$ cat config.mk
export PLATFORM = sky130hd
export DESIGN_NAME = regif_rd_client
export DESIGN_NICKNAME = d
export VERILOG_FILES = /design/src/rtl/regif_rd_client_pkg.sv /design/src/rtl/regif_req_fifo.sv /design/src/rtl/regif_rd_client.sv
export SDC_FILE = /design/constraint.sdc
export NUM_CORES = 1
export LEC_CHECK = 0
export ABC_AREA = 1
export BUFFER_PORTS_ARGS = -buffer_cell sky130_fd_sc_hd__buf_2
export CORE_ASPECT_RATIO = 0.7
export CORE_MARGIN = 4
export CORE_UTILIZATION = 50
export DETAILED_ROUTE_END_ITERATION = 10
export PLACE_DENSITY = 0.83
export RECOVER_POWER = 25
export SETUP_SLACK_MARGIN = 0.4
export SYNTH_ARGS = -nofsm -noshare
export SYNTH_HDL_FRONTEND = slang
export SYNTH_HIERARCHICAL = 1
export SYNTH_SLANG_ARGS = --single-unit
export TNS_END_PERCENT = 10
$ cat constraint.sdc
create_clock -name reg_int_clk -period 3.2 [get_ports reg_int_clk]
set_input_delay 0.64 -clock reg_int_clk [delete_from_list [all_inputs] [get_ports reg_int_clk]]
set_output_delay 0.64 -clock reg_int_clk [all_outputs]
set_load 0.02 [all_outputs]
$ cat src/rtl/regif_rd_client_pkg.sv
// rtl/regif_rd_client_pkg.sv - shared state encodings and width defaults for the regif read client
package regif_rd_client_pkg;

   typedef logic [7:0] state_t;

   // One-hot, 8-bit, same encoding style as the regif arbiters
   localparam state_t ST_IDLE     = 8'h01;
   localparam state_t ST_ISSUE    = 8'h02;
   localparam state_t ST_WAIT_ACK = 8'h04;
   localparam state_t ST_RSP      = 8'h08;

   localparam int DEF_ADDR_W = 23;
   localparam int DEF_DATA_W = 32;

endpackage

$ cat src/rtl/regif_req_fifo.sv
// rtl/regif_req_fifo.sv - synchronous request FIFO with full/empty flags
module regif_req_fifo #(
   parameter int WIDTH = 23,
   parameter int DEPTH = 4
) (
   input  logic             clk,
   input  logic             rst_n,
   input  logic             push,
   input  logic [WIDTH-1:0] push_data,
   input  logic             pop,
   output logic [WIDTH-1:0] head,
   output logic             full,
   output logic             empty
);

   localparam int AW = $clog2(DEPTH);

   logic [WIDTH-1:0] mem [DEPTH];
   logic [AW:0]      wr_ptr;
   logic [AW:0]      rd_ptr;
   logic             push_ok;
   logic             pop_ok;

   assign empty   = (wr_ptr == rd_ptr);
   assign full    = (wr_ptr[AW] != rd_ptr[AW]) && (wr_ptr[AW-1:0] == rd_ptr[AW-1:0]);
   // A simultaneous pop frees the slot, so a push while full is still accepted
   assign push_ok = push && (!full || pop);
   assign pop_ok  = pop && !empty;
   assign head    = mem[rd_ptr[AW-1:0]];

   always_ff @(posedge clk or negedge rst_n) begin
      if (!rst_n) begin
         wr_ptr <= '0;
         rd_ptr <= '0;
      end else begin
         if (push_ok) wr_ptr <= wr_ptr + 1'b1;
         if (pop_ok)  rd_ptr <= rd_ptr + 1'b1;
      end
   end

   always_ff @(posedge clk) begin
      if (push_ok) mem[wr_ptr[AW-1:0]] <= push_data;
   end

endmodule

$ cat src/rtl/regif_rd_client.sv
// rtl/regif_rd_client.sv - turn-token register read client: queues reads, bursts them per arbiter turn
module regif_rd_client
   import regif_rd_client_pkg::*;
#(
   parameter int ADDR_W     = DEF_ADDR_W,
   parameter int DATA_W     = DEF_DATA_W,
   parameter int FIFO_DEPTH = 4,
   parameter int MAX_BURST  = 2,
   parameter int TIMEOUT    = 255
) (
   input  logic              reg_int_clk,
   input  logic              reg_int_reset_n,
   input  logic              rdif_trn,
   output logic              rdif_drvn,
   input  logic              rd_req_valid,
   input  logic [ADDR_W-1:0] rd_req_addr,
   output logic              rd_req_ready,
   output logic              reg_req,
   output logic              reg_rd_wr_L,
   output logic [ADDR_W-1:0] reg_addr,
   input  logic              reg_ack,
   input  logic [DATA_W-1:0] reg_rd_data,
   output logic              rsp_valid,
   output logic [ADDR_W-1:0] rsp_addr,
   output logic [DATA_W-1:0] rsp_data,
   output logic              rsp_err,
   input  logic              rsp_ready
);

   localparam int TW = $clog2(TIMEOUT + 1);
   localparam int BW = $clog2(MAX_BURST + 1);

   state_t            state;
   logic [TW-1:0]     tcnt;
   logic [TW-1:0]     tcnt_nxt;
   logic [BW-1:0]     burst;
   logic [BW-1:0]     burst_nxt;
   logic              fifo_full;
   logic              fifo_empty;
   logic              fifo_pop;
   logic              fifo_push;
   logic [ADDR_W-1:0] fifo_head;

   // ISSUE is a registered state, so ready stays glitch-free while still allowing push-while-full
   assign fifo_pop     = (state == ST_ISSUE);
   assign rd_req_ready = !fifo_full || fifo_pop;
   assign fifo_push    = rd_req_valid && rd_req_ready;
   assign reg_rd_wr_L  = 1'b1;

   assign tcnt_nxt  = (tcnt == TW'(TIMEOUT)) ? tcnt : tcnt + 1'b1;
   assign burst_nxt = burst + 1'b1;

   regif_req_fifo #(
      .WIDTH (ADDR_W),
      .DEPTH (FIFO_DEPTH)
   ) u_req_fifo (
      .clk       (reg_int_clk),
      .rst_n     (reg_int_reset_n),
      .push      (fifo_push),
      .push_data (rd_req_addr),
      .pop       (fifo_pop),
      .head      (fifo_head),
      .full      (fifo_full),
      .empty     (fifo_empty)
   );

   always_ff @(posedge reg_int_clk or negedge reg_int_reset_n) begin
      if (!reg_int_reset_n) begin
         state     <= ST_IDLE;
         rdif_drvn <= 1'b0;
         reg_req   <= 1'b0;
         reg_addr  <= '0;
         rsp_valid <= 1'b0;
         rsp_addr  <= '0;
         rsp_data  <= '0;
         rsp_err   <= 1'b0;
         tcnt      <= '0;
         burst     <= '0;
      end else begin
         case (state)
            ST_IDLE: begin
               // The arbiter samples drvn two cycles after trn, so this must answer at once
               if (rdif_trn && !fifo_empty) begin
                  rdif_drvn <= 1'b1;
                  burst     <= '0;
                  state     <= ST_ISSUE;
               end
            end
            ST_ISSUE: begin
               reg_addr <= fifo_head;
               reg_req  <= 1'b1;
               tcnt     <= '0;
               state    <= ST_WAIT_ACK;
            end
            ST_WAIT_ACK: begin
               if (reg_ack) begin
                  reg_req   <= 1'b0;
                  rsp_valid <= 1'b1;
                  rsp_addr  <= reg_addr;
                  rsp_data  <= reg_rd_data;
                  rsp_err   <= 1'b0;
                  state     <= ST_RSP;
               end else if (tcnt_nxt == TW'(TIMEOUT)) begin
                  reg_req   <= 1'b0;
                  rsp_valid <= 1'b1;
                  rsp_addr  <= reg_addr;
                  rsp_data  <= '0;
                  rsp_err   <= 1'b1;
                  state     <= ST_RSP;
               end else begin
                  tcnt <= tcnt_nxt;
               end
            end
            ST_RSP: begin
               if (rsp_ready) begin
                  rsp_valid <= 1'b0;
                  burst     <= burst_nxt;
                  if ((burst_nxt < BW'(MAX_BURST)) && !fifo_empty) begin
                     state <= ST_ISSUE;
                  end else begin
                     rdif_drvn <= 1'b0;
                     state     <= ST_IDLE;
                  end
               end
            end
            default: begin
               state     <= ST_IDLE;
               rdif_drvn <= 1'b0;
               reg_req   <= 1'b0;
               rsp_valid <= 1'b0;
            end
         endcase
      end
   end

endmodule

## Word-level counts from Yosys, hierarchy flattened

Memories as Yosys holds them, arrays and structs flattened. A register that Yosys moved wholly into a read port is not among the register bits.
Index checks and enable logic that the tools add are counted.
Widths: inputs -> output; s select.

| storage, ports and cells | value |
|---|---|
| output and inout port bits | 84 |
| flip-flop bits (word level) | 83 |
| memories | 1 |
| input bits | 61 |
| word-level logic and storage cells | 89 |
| RAM bits | 92 |

| operators by class | value |
|---|---|
| bitwise operators | 3 |
| reduce and logical (&&, ||, !) cells | 23 |
| multiplexer cells | 31 |
| equality and inequality tests | 15 |
| order comparisons | 1 |
| add/sub/neg operators | 4 |

Memories:

| name | depth | bits a word | read ports | clocked after Yosys merged registers in | wr ports | line | RTL |
|---|---|---|---|---|---|---|---|
| u_req_fifo.mem | 4 | 23 | 1 | 1 | 1 | regif_req_fifo.sv:18 | `logic [WIDTH-1:0] mem [DEPTH];` |

Operators by type and width:

| cell | count |
|---|---|
| $mux 32 | 2 |
| $mux 8 | 7 |
| $mux 23 | 2 |
| $pmux 8 s4 | 1 |
| $eq 8x8->1 const B | 2 |
| $pmux 8 s2 | 1 |
| $reduce_and 3->1 | 4 |
| $mux 1 | 11 |
| $ne 2x2->1 const B | 5 |
| $pmux 1 s3 | 3 |
| $add 8x1->8 const B | 1 |
| $eq 8x1->1 const B | 1 |
| $eq 8x2->1 const B | 1 |
| $eq 8x3->1 const B | 1 |
| $eq 8x4->1 const B | 1 |
| $add 3x1->3 const B | 2 |
| $logic_and 1x1->1 | 6 |
| $mux 2 | 3 |
| $reduce_bool 2->1 | 3 |
| $reduce_or 2->1 | 3 |
| $pmux 2 s2 | 1 |
| $reduce_and 2->1 | 2 |
| $reduce_and 4->1 | 1 |
| $eq 3x3->1 | 1 |
| 8 further kinds | 12 |

## Depth between registers and ports, before layout

Gate-level depths: netlist of the first run.

| logic depth | value |
|---|---|
| depth in word-level cells | 8 |
| depth in mapped cells | 16 |
| mapped depth without buffers | 14 |

## Hierarchy

The synthesis of the first run kept the hierarchy.

By module, submodules not included:

| module | times used | area each (µm²) | cells an instance | seq. area each (µm²) |
|---|---|---|---|---|
| regif_rd_client | 1 | 4076.4 | 468 | 2403.6 |
| regif_req_fifo | 1 | 3843.7 | 283 | 2912.8 |

## Worst setup path before layout of the first run

OpenSTA, ideal clock, no wires.

| timing path | value |
|---|---|
| path type | register to register |
| start point | register state[3] |
| end point | memory u_req_fifo.mem[1][0] (enable) |
| path buffers | 1 |
| arrival time | 2.725 ns |
| stages on the path, launching flop included | 8 |
| data required time | 2.797 ns |
| library setup time | 0.403 ns |
| slack | 0.073 ns |
| clock period less this slack | 3.127 ns |
| cell sequence | dfrtp_1 -> or2_2 -> nor3_2 -> clkbuf_1 -> inv_1 -> nand4_4 -> nand2_2 -> nor2_1 |

| on the way | value |
|---|---|
| cells in the longest elaborated chain, start to end | 6 |

Ends and longest elaborated chain:

| item | line | RTL |
|---|---|---|
| start, declared | regif_rd_client.sv:33 | `state_t state;` |
| start signal, assigned | regif_rd_client.sv:69 | `state <= ST_IDLE;` |
| start signal, assigned | regif_rd_client.sv:86 | `state <= ST_ISSUE;` |
| start signal, assigned | regif_rd_client.sv:93 | `state <= ST_WAIT_ACK;` |
| $eq 8x2->1 * | regif_rd_client.sv:45 | `assign fifo_pop = (state == ST_ISSUE);` |
| named net fifo_pop | regif_rd_client.sv:40 | `logic fifo_pop;` |
| $logic_or 1x1->1 * | regif_req_fifo.sv:27, regif_rd_client.sv:46 |  |
| $logic_and 1x1->1 | regif_rd_client.sv:47 | `assign fifo_push = rd_req_valid && rd_req_ready;` |
| $logic_and 1x1->1 * | regif_req_fifo.sv:27 | `assign push_ok = push && (!full \|\| pop);` |
| $mux 1 * | regif_req_fifo.sv:42 | `if (push_ok) mem[wr_ptr[AW-1:0]] <= push_data;` |
| $mux 1 (not written as such) * | regif_req_fifo.sv:42 |  |
| end, declared | regif_req_fifo.sv:18 |  |

Mark *: on every way through the listed nets, which the timed path passes. The rest lies on a longest branch.

## Worst setup path in the final report of the first run

| timing path | value |
|---|---|
| start point | register state[3] |
| end point | memory u_req_fifo.mem[0][21] (enable) |

| on the way | value |
|---|---|
| cells in the longest elaborated chain, start to end | 6 |

Ends and longest elaborated chain:

| item | line | RTL |
|---|---|---|
| $eq 8x2->1 | regif_rd_client.sv:45 |  |
| $logic_or 1x1->1 | regif_rd_client.sv:46 | `assign rd_req_ready = !fifo_full \|\| fifo_pop;` |
| $logic_and 1x1->1 | regif_rd_client.sv:47 |  |
| named net fifo_push | regif_rd_client.sv:41 | `logic fifo_push;` |
| $logic_and 1x1->1 | regif_req_fifo.sv:27 |  |
| $mux 1 | regif_req_fifo.sv:42 |  |
| $mux 1 (not written as such) | regif_req_fifo.sv:42 |  |

The timed path passes the listed nets, and every way through them passes these cells.

==> metrics.md, run 1 <==
| Metric | Value |
|---|---|
| Status | `complete, but fails checks` |
| Failing checks | `capacitance limit, slew limit` |
| Setup CP Type | `reg2reg` |
| Critical path fanouts, max | `19` |
| Yosys warns | `6` |
| Largest area contributor in the netlist | `edfxtp_1` |
| Clock Skew | `0.0154 ns` |
| Flops & latches, synth | `194` |
| Maximum vdd drop | `0.589 mV` |
| Vias in the first global route | `5449` |
| Drt pass-1 iters | `5` |
| FMAX | `0.395 GHz` |
| Post-layout minimum cycle time | `2.53 ns` |
| Max_cap viols | `1` |
| DPL Wire Length | `12.2 mm` |
| Largest net degree at the start of global routing | `72` |
| Detailed-route vias per instance | `5.31` |
| Initial Utilization | `0.511` |
| Setup bufs post-CTS | `0` |
| Commonest non-fill, non-tap cell in the layout | `nand2_1` |
| Vert. Die Dim | `113 microns` |
| Routed vias | `5865` |
| Relative slew slack | `-0.134` |
| Finish-stage setup viols | `0` |
| Synth area leaders | `edfxtp_1 (35%), dfrtp_1 (32%), nand2_1 (9.1%)` |
| Latest clock arrival within the worst-skew pair | `0.43 ns` |
| Worst Slack Setup Final | `0.670 ns` |
| Root Buffer | `clkbuf_16` |
| Arrival time worst endpoint | `2.66 ns` |
| Buffers on Ports | `143` |
| Min-delay worst type | `in2reg` |
| Post-synth cell types | `40` |
| PD cells | `969 mW/mm^2` |
| Hold Crit Depth | `3` |
| Die ar. | `0.0180 sq mm` |
| Period utilization | `0.791` |
| Mean post-synth cell area | `10.5 sq um` |
| Setup crit start kind | `flip-flop` |
| Proportion of layout cells with a drive suffix above 1 | `0.212` |
| Worst EP required | `3.33 ns` |
| Worst reg-to-reg setup slack | `0.67 ns` |
| Final WL | `18.2 mm` |
| N_diodes | `0` |
| CTS clock-pin slew for the worst setup and hold paths | `0.08 ns` |
| Tightest Pin Transition | `1.70 ns` |
| Final nets | `958` |
| DRC errors left | `0` |
| Mapped Nets | `818` |
| Final hold vios | `0` |
| GRT Util Overall | `0.205` |
| Bufs on Longest Clock Path | `2` |
| Synth top area share | `0.349` |
| Place WS | `0.679 ns` |
| Global-route wire length before repair | `28.8 mm` |
| Core region area | `0.0155 sq mm` |
| GPL Wtd Cong | `0.841` |
| Initial antenna violation count | `3` |
| Reg2reg path depth | `7` |
| WL/cell | `16.5 microns` |
| Top Ports | `145` |
| Initial drt markers | `575` |
| CTS Buf Count | `17` |
| Synthesized instance count | `751` |
| CTS tree | `built` |
| Sequential area share after synthesis | `0.671` |
| Pins Over Slew Limit | `72` |
| Commonest cells after routing, fill and taps aside | `nand2_1 (193), buf_2 (119), dfrtp_1 (101)` |
| Leakage | `4.31 nW` |
| Rows | `38` |
| Grt total ovfl | `0` |
| Mapped Area | `0.00792 sq mm` |
| CTS sink cnt | `194` |
| H-tree depth | `4` |
| Die Wd | `158 microns` |
| Area Growth Syn to Fin | `18.8%` |
| Final TNS setup | `0 ns` |
| Post-route ant nets | `0` |
| Crit. End Element | `flip-flop` |
| RSZ-0062 raised after global routing | `no` |
==> what timing repair did <==
item,CTS,global route
hold buffers,0,0
gates resized for setup,0,1
endpoints found under the setup margin,0,26
==> cell families after synthesis <==
kind of cell,count (synthesis),share of synthesized area
flops,194,0.671
compound gates,128,0.0858
xor+xnor,6,0.00758
simple gates,326,0.175
other cells,1,0.000473
buf+inv,90,0.0501
fa+ha+maj,6,0.00948
==> flip-flops by register name (all words and copies together), names as in the netlist <==
| signal | flops |
|---|---|
| burst | 2 |
| rdif_drvn | 1 |
| reg_addr | 23 |
| reg_req | 1 |
| rsp_addr | 23 |
| rsp_data | 32 |
| rsp_err | 1 |
| rsp_valid | 1 |
| state | 4 |
| tcnt | 8 |
| u_req_fifo/mem | 92 |
| u_req_fifo/rd_ptr | 3 |
| u_req_fifo/wr_ptr | 3 |
==> per-stage QoR <==
stage	hold WS (ns)	util	instances	area (sq um)	power (mW)
finish	0.448	0.607	1104	9410	9.12
floorplan	0.344	-	751	7920	5.88
global placement	0.449	0.571	1072	8850	6.94
detailed placement	0.454	0.571	1072	8850	7.08
global route	0.434	0.607	1104	9410	9.67
CTS	0.354	0.609	1104	9440	9.17
==> layout make-up <==
type / instances / area (sq um)
Fill cell: 1240 / 6090
Sequential cell: 194 / 5320
Clock inverter: 15 / 159
Inverter: 52 / 195
Timing Repair Buffer: 159 / 832
Clock buffer: 17 / 425
Tap cell: 200 / 250
Multi-Input combinational cell: 467 / 2230
==> cells in the mapped netlist (all sizes together) <==
cell,instances
and3,1
a31oi,1
or2,1
clkbuf,18
conb,1
ha,6
xnor2,3
nor3,3
edfxtp,92
a21boi,1
a21oi,7
dfstp,1
nor2,59
nand3,56
buf,20
o22ai,23
nand2,199
o21bai,1
o21ai,95
dfrtp,101
nand4,5
nand3b,1
xor2,3
inv,52
nor4,1
==> routing by layer <==
metal,wire length [microns],GRT usage,vias to the layer above
li1,-,-,2792
met1,8300,0.310,2832
met2,8120,0.295,213
met3,1560,0.0642,22
met4,153,0.0426,6
met5,32,0,-
==> critical path: stages, from the launching register on <==
cell	delay, ns
dfrtp_1	0.40
or2_2	0.34
nor3_4	0.17
inv_2	0.17
a21boi_0	0.44
nand2_2	0.19
nor2_2	0.31
buf_12	0.22
==> power breakdown <==
part	total, mW	internal (mW)	switching [mW]
logic	3.26	0.969	2.29
clock network	2.07	1.05	1.02
registers	3.79	3.43	0.363
total	9.12	5.45	3.67
==> worst paths after layout <==
kind | start | endpoint
worst min register to register | rsp_data[17] | rsp_data[17]
worst min-delay path | reg_rd_data[17] | rsp_data[17]
min in group asynchronous | reg_int_reset_n | reg_addr[9]
worst max-delay path | state[3] | u_req_fifo/mem[0][21]
worst max register to register | state[3] | u_req_fifo/mem[0][21]
max in group asynchronous | reg_int_reset_n | rsp_data[5]
(Power assumes the default switching activity.)
==> run 2, diff against run 1 <==
Clock period 3.2 ns to 2.3 ns, I/O delays scaled along.
==> run 2 against run 1 <==
Net effect:
- the run now ends clean
- register-to-register slack got worse by 0.57 ns
- sequential share of layout area fell by 4.5 points
- total power rose by 51%
- clock skew fell by 0.0016 ns
- non-clock buffer count rose by 32
- core utilization rose by 5.3 points
- clock power rose by 52%
- critical endpoint is now rsp_addr[2]
- highest routed layer unchanged
==> metrics.md, run 2 (synthesis results as in run 1) <==
| Metric | Value |
|---|---|
| Worst reg-to-reg setup slack | `0.10 ns` |
| Setup CP Type | `reg2reg` |
| Largest register FFs | `92` |
| PD cells | `1340 mW/mm^2` |
| Arrival time worst endpoint | `2.52 ns` |
| Final nets | `993` |
| Maximum vdd drop | `0.682 mV` |
| Commonest cells after routing, fill and taps aside | `nand2_1 (155), buf_2 (118), dfrtp_1 (100)` |
| Routed vias | `6256` |
| Die ar. | `0.0180 sq mm` |
| Die Wd | `158 microns` |
| Filler Cells Inserted | `1117` |
| Internal power | `8.10 mW` |
| Crit. End Element | `flip-flop` |
| Clk network pwr share | `0.228` |
| GPL Wtd Cong | `0.831` |
| Reg2reg path depth | `12` |
| Initial antenna violation count | `2` |
| WL/cell | `18.5 microns` |
| Initial drt markers | `592` |
| Critical path fanouts, max | `8` |
| Max_cap viols | `0` |
| Drt pass-1 iters | `5` |
| Bufs on Longest Clock Path | `2` |
| DRC errors left | `0` |
| Sequential cell area | `0.00532 sq mm` |
| Worst Slack Setup Final | `0.102 ns` |
| Min Hold Slack | `0.200 ns` |
| Final hold vios | `0` |
| Reg2reg end | `rsp_addr[2]` |
| Clock Skew | `0.0138 ns` |
| CTS tree | `built` |
| CTS Buf Count | `17` |
| Multi-input gate area | `0.00253 sq mm` |
| Worst EP required | `2.63 ns` |
| Detailed-route vias per instance | `5.49` |
| Largest net degree at the start of global routing | `49` |
| Worst r2r src | `tcnt[3]` |
| Setup crit start kind | `flip-flop` |
| H-tree depth | `4` |
| FMAX | `0.455 GHz` |
| CTS sink cnt | `194` |
| Pins Over Slew Limit | `0` |
| Buffers on Ports | `143` |
| Sequential Power Share | `0.392` |
| Finish-stage setup viols | `0` |
| GRT Util Overall | `0.226` |
| Tot Pwr | `13.8 mW` |
| Post-route ant nets | `0` |
| Proportion of layout cells with a drive suffix above 1 | `0.298` |
| Post-layout minimum cycle time | `2.20 ns` |
| Initial Utilization | `0.511` |
| Sw Share | `0.411` |
| Global-route wire length before repair | `31.3 mm` |
| Switch Pwr | `5.66 mW` |
| Top Ports | `145` |
| Final WL | `21.1 mm` |
| Grt total ovfl | `0` |
| CTS clock-pin slew for the worst setup and hold paths | `0.08 ns` |
| Area Growth Syn to Fin | `29.2%` |
| Core region area | `0.0155 sq mm` |
| # hold bufs at CTS | `0` |
| Vias in the first global route | `5870` |
| Min-delay worst type | `in2async` |
| Place WS | `0.0453 ns` |
| Status | `finished, final reports clean` |
| Leakage | `4.64 nW` |
| Rows | `38` |
| Relative slew slack | `0.306` |
| Tightest Pin Transition | `1.04 ns` |
| Latest clock arrival within the worst-skew pair | `0.44 ns` |
| Vert. Die Dim | `113 microns` |
| Comb pwr share | `0.380` |
| Root Buffer | `clkbuf_16` |
| DPL Wire Length | `12.3 mm` |
| Commonest non-fill, non-tap cell in the layout | `nand2_1` |
| RSZ-0062 raised after global routing | `yes` |
| Period utilization | `0.956` |
## run 2: critical path: stages (launching register included)
cell	delay (ns)
dfrtp_1	0.46
nand2_2	0.14
nor2_4	0.25
nand4_1	0.17
nand2_1	0.12
nand2_1	0.09
nor2_2	0.15
nand2_2	0.09
nand2_4	0.14
nand2_8	0.13
buf_12	0.21
nand2_1	0.07
o21ai_2	0.05
## run 2: timing repair
item / CTS / global route
buffers inserted: 12 / 5
cloned: 9 / 2
gates resized for setup: 44 / 43
setup endpoints to repair: 162 / 166
pin swaps: 5 / 12
## run 2: through the flow
step	utilization	TNS (ns)	instance area [sq um]	instances
2_1_floorplan	-	0	7980	751
3_3_place_gp	0.579	0	8970	1079
3_5_place_dp	0.579	0	8970	1079
4_1_cts	0.649	0	10100	1132
5_1_grt	0.660	-0.00155	10200	1139
6_report	0.660	0	10200	1140
## run 2: worst max path at each step
stage | start | endpoint | depth (start not counted)
2_1_floorplan | state[2] | u_req_fifo/mem[1][0] | 7
4_1_cts | state[3] | rd_req_ready | 6
3_5_place_dp | tcnt[1] | rsp_addr[4] | 13
5_1_grt | tcnt[3] | rsp_addr[2] | 12
6_report | tcnt[3] | rsp_addr[2] | 12
3_3_place_gp | tcnt[0] | rsp_addr[2] | 13
## run 2: final cells by class
cell class	count	area share
Sequential cell	194	0.519
Multi-Input combinational cell	470	0.248
Antenna cell	1	0.000244
Inverter	52	0.0197
Clock buffer	17	0.0416
Tap cell	200	0.0244
Timing Repair Buffer	191	0.126
Clock inverter	15	0.0213
## run 2: metal layers
layer | part of all wire | track usage | routed length, microns
met3 | 0.081 | 0.0673 | 1700
met1 | 0.41 | 0.308 | 8700
met5 | 0.00062 | 0 | 13
met2 | 0.48 | 0.357 | 10200
met4 | 0.021 | 0.0653 | 447
## run 2: power by group through the flow
stage          logic, mW  registers, mW  clock network, mW
2_1_floorplan       2.21           6.05                  0
3_3_place_gp        4.53           5.31                  0
3_5_place_dp        4.68           5.34                  0
4_1_cts             4.97           5.31               3.16
5_1_grt             5.69           5.49               3.32
6_report            5.22           5.39               3.14
==> run 3, diff against run 2 <==
Settings changed: PLACE_DENSITY 0.83 to default, PLACE_DENSITY_LB_ADDON from default to 0.25.
==> run 3 against run 2 <==
Net effect:
- clock skew decreased by 0.0040 ns
- fmax increased by 3.5%
- first-iteration DRC count increased by 5.1%
- die area unchanged
- highest routed layer unchanged
==> metrics.md, run 3 (synthesis results as in run 1) <==
| Metric | Value |
|---|---|
| Largest register FFs | `92` |
| Initial antenna violation count | `2` |
| H-tree depth | `4` |
| Status | `finished, final reports clean` |
| Comb pwr share | `0.376` |
| Global-route wire length before repair | `30.6 mm` |
| Die ar. | `0.0180 sq mm` |
| Die Wd | `158 microns` |
| Bufs on Longest Clock Path | `2` |
| CTS clock-pin slew for the worst setup and hold paths | `0.07 ns` |
| Detailed-route vias per instance | `5.29` |
| Final nets | `981` |
| Initial drt markers | `622` |
| Sequential Power Share | `0.408` |
| Post-layout minimum cycle time | `2.12 ns` |
| Commonest cells after routing, fill and taps aside | `nand2_1 (186), buf_2 (118), dfrtp_1 (101)` |
| Core region area | `0.0155 sq mm` |
| Crit. End Element | `flip-flop` |
| Sw Share | `0.391` |
| Clk network pwr share | `0.216` |
| Buffers on Ports | `143` |
| Final hold vios | `0` |
| CTS sink cnt | `194` |
| Final WL | `19.0 mm` |
| WL/cell | `16.9 microns` |
| Min-delay worst type | `in2reg` |
| Worst EP required | `2.66 ns` |
| Finish-stage setup viols | `0` |
| Critical path fanouts, max | `7` |
| Placed Area | `0.00898 sq mm` |
| Internal power | `7.87 mW` |
| Worst reg-to-reg setup slack | `0.18 ns` |
| Drt pass-1 iters | `6` |
| Leakage | `4.48 nW` |
| Relative slew slack | `0.504` |
| Tot Pwr | `12.9 mW` |
| GRT Util Overall | `0.220` |
| Post-route ant nets | `0` |
| RSZ-0062 raised after global routing | `yes` |
| Top Ports | `145` |
| Rows | `38` |
| Period utilization | `0.924` |
| Max_cap viols | `0` |
| Commonest non-fill, non-tap cell in the layout | `nand2_1` |
| PD cells | `1310 mW/mm^2` |
| Final TNS setup | `0 ns` |
| Root Buffer | `clkbuf_16` |
| Switch Pwr | `5.05 mW` |
| Vert. Die Dim | `113 microns` |
| Setup crit start kind | `flip-flop` |
| Maximum vdd drop | `0.643 mV` |
| Vias in the first global route | `5763` |
| Clock Skew | `0.00986 ns` |
| GPL Wtd Cong | `0.890` |
| Proportion of layout cells with a drive suffix above 1 | `0.255` |
| Largest net degree at the start of global routing | `50` |
| DRC errors left | `0` |
| FMAX | `0.471 GHz` |
| CTS tree | `built` |
| N_diodes | `0` |
| Routed vias | `5967` |
| Area Growth Syn to Fin | `24.8%` |
| Arrival time worst endpoint | `2.48 ns` |
| Initial Utilization | `0.511` |
| Post-route cell area | `0.00989 sq mm` |
| Filler Cells Inserted | `1229` |
| Setup CP Type | `reg2reg` |
| CTS Buf Count | `17` |
| DPL Wire Length | `12.0 mm` |
| Grt total ovfl | `0` |
| Tightest Pin Transition | `0.744 ns` |
| Latest clock arrival within the worst-skew pair | `0.43 ns` |
| Pins Over Slew Limit | `0` |
-- run 3: cell types whose count changed in the layout (fill, tap and decap cells not counted), moves of 3 or more --
cell,delta
buf_12,+3
buf_16,-3
buf_4,-11
clkinv_2,+4
clkinv_8,-5
inv_6,+3
inv_8,-5
nand2_1,+31
nand2_2,-20
nand2_4,-13
nand3_1,-3
o21ai_0,+3
-- run 3: timing repair --
item                                    in CTS  in global routing
hold buffers                                 1                  0
setup buffers                               12                  0
gates resized for setup                     41                  4
hold endpoints to repair                    25                  0
pin swaps                                   11                  6
endpoints found under the setup margin     166                192
gates cloned                                 5                  0
-- run 3: path summary, 6_finish.rpt --
check                                 from            to  cells past startpoint
max                                tcnt[0]  rsp_addr[12]                     15
min                        reg_rd_data[29]  rsp_data[29]                      3
max reg2reg                        tcnt[0]  rsp_addr[12]                     15
min reg2reg                   rsp_data[17]  rsp_data[17]                      2
max in group asynchronous  reg_int_reset_n  reg_addr[15]                      3
min in group asynchronous  reg_int_reset_n      burst[1]                      2
-- run 3: worst max-delay path, cell delays in order, from the launching register on --
cell and delay, ns:
dfrtp_1 0.38, ha_2 0.21, nand2_2 0.07, nor2_4 0.20
nand2_1 0.10, nand2_1 0.08, nand2_1 0.07, nand2_1 0.06
nand2_1 0.06, nor2_2 0.11, nand2_2 0.09, nand2_4 0.10
nand2_8 0.11, buf_12 0.18, buf_16 0.13, o21ai_2 0.11
-- run 3: power groups by stage --
stage                     clock network [mW]  registers, mW  logic [mW]
after floorplan                            0           6.05        2.21
after global placement                     0           5.30        4.54
after detailed placement                   0           5.33        4.61
after CTS                               2.83           5.27        4.87
after global routing                    2.99           5.39        5.37
final                                   2.79           5.27        4.86
-- run 3: metrics by stage --
step | util | cells | setup WS [ns] | hold slack, ns
detailed placement | 0.580 | 1077 | 0.133 | 0.411
floorplan | - | 751 | 0.115 | 0.164
global route | 0.638 | 1127 | 0.0472 | 0.251
global placement | 0.580 | 1077 | 0.229 | 0.415
CTS | 0.639 | 1127 | 0.192 | 0.228
finish | 0.638 | 1127 | 0.176 | 0.259
-- run 3: layout make-up --
type,instances,area (sq um),area share
clock buffer,21,482,0.0487
clock inverter,11,75.1,0.00759
inverter,52,201,0.0204
multi-input combinational,468,2400,0.242
sequential,194,5320,0.538
tap,200,250,0.0253
timing repair buffer,181,1170,0.118
-- run 3: per-layer routing --
layer,vias to the layer above,routed length [microns],track usage
met5,-,25,0
met4,4,234,0.0545
met3,28,1280,0.0577
met2,188,8640,0.332
met1,2898,8860,0.321
li1,2849,-,-
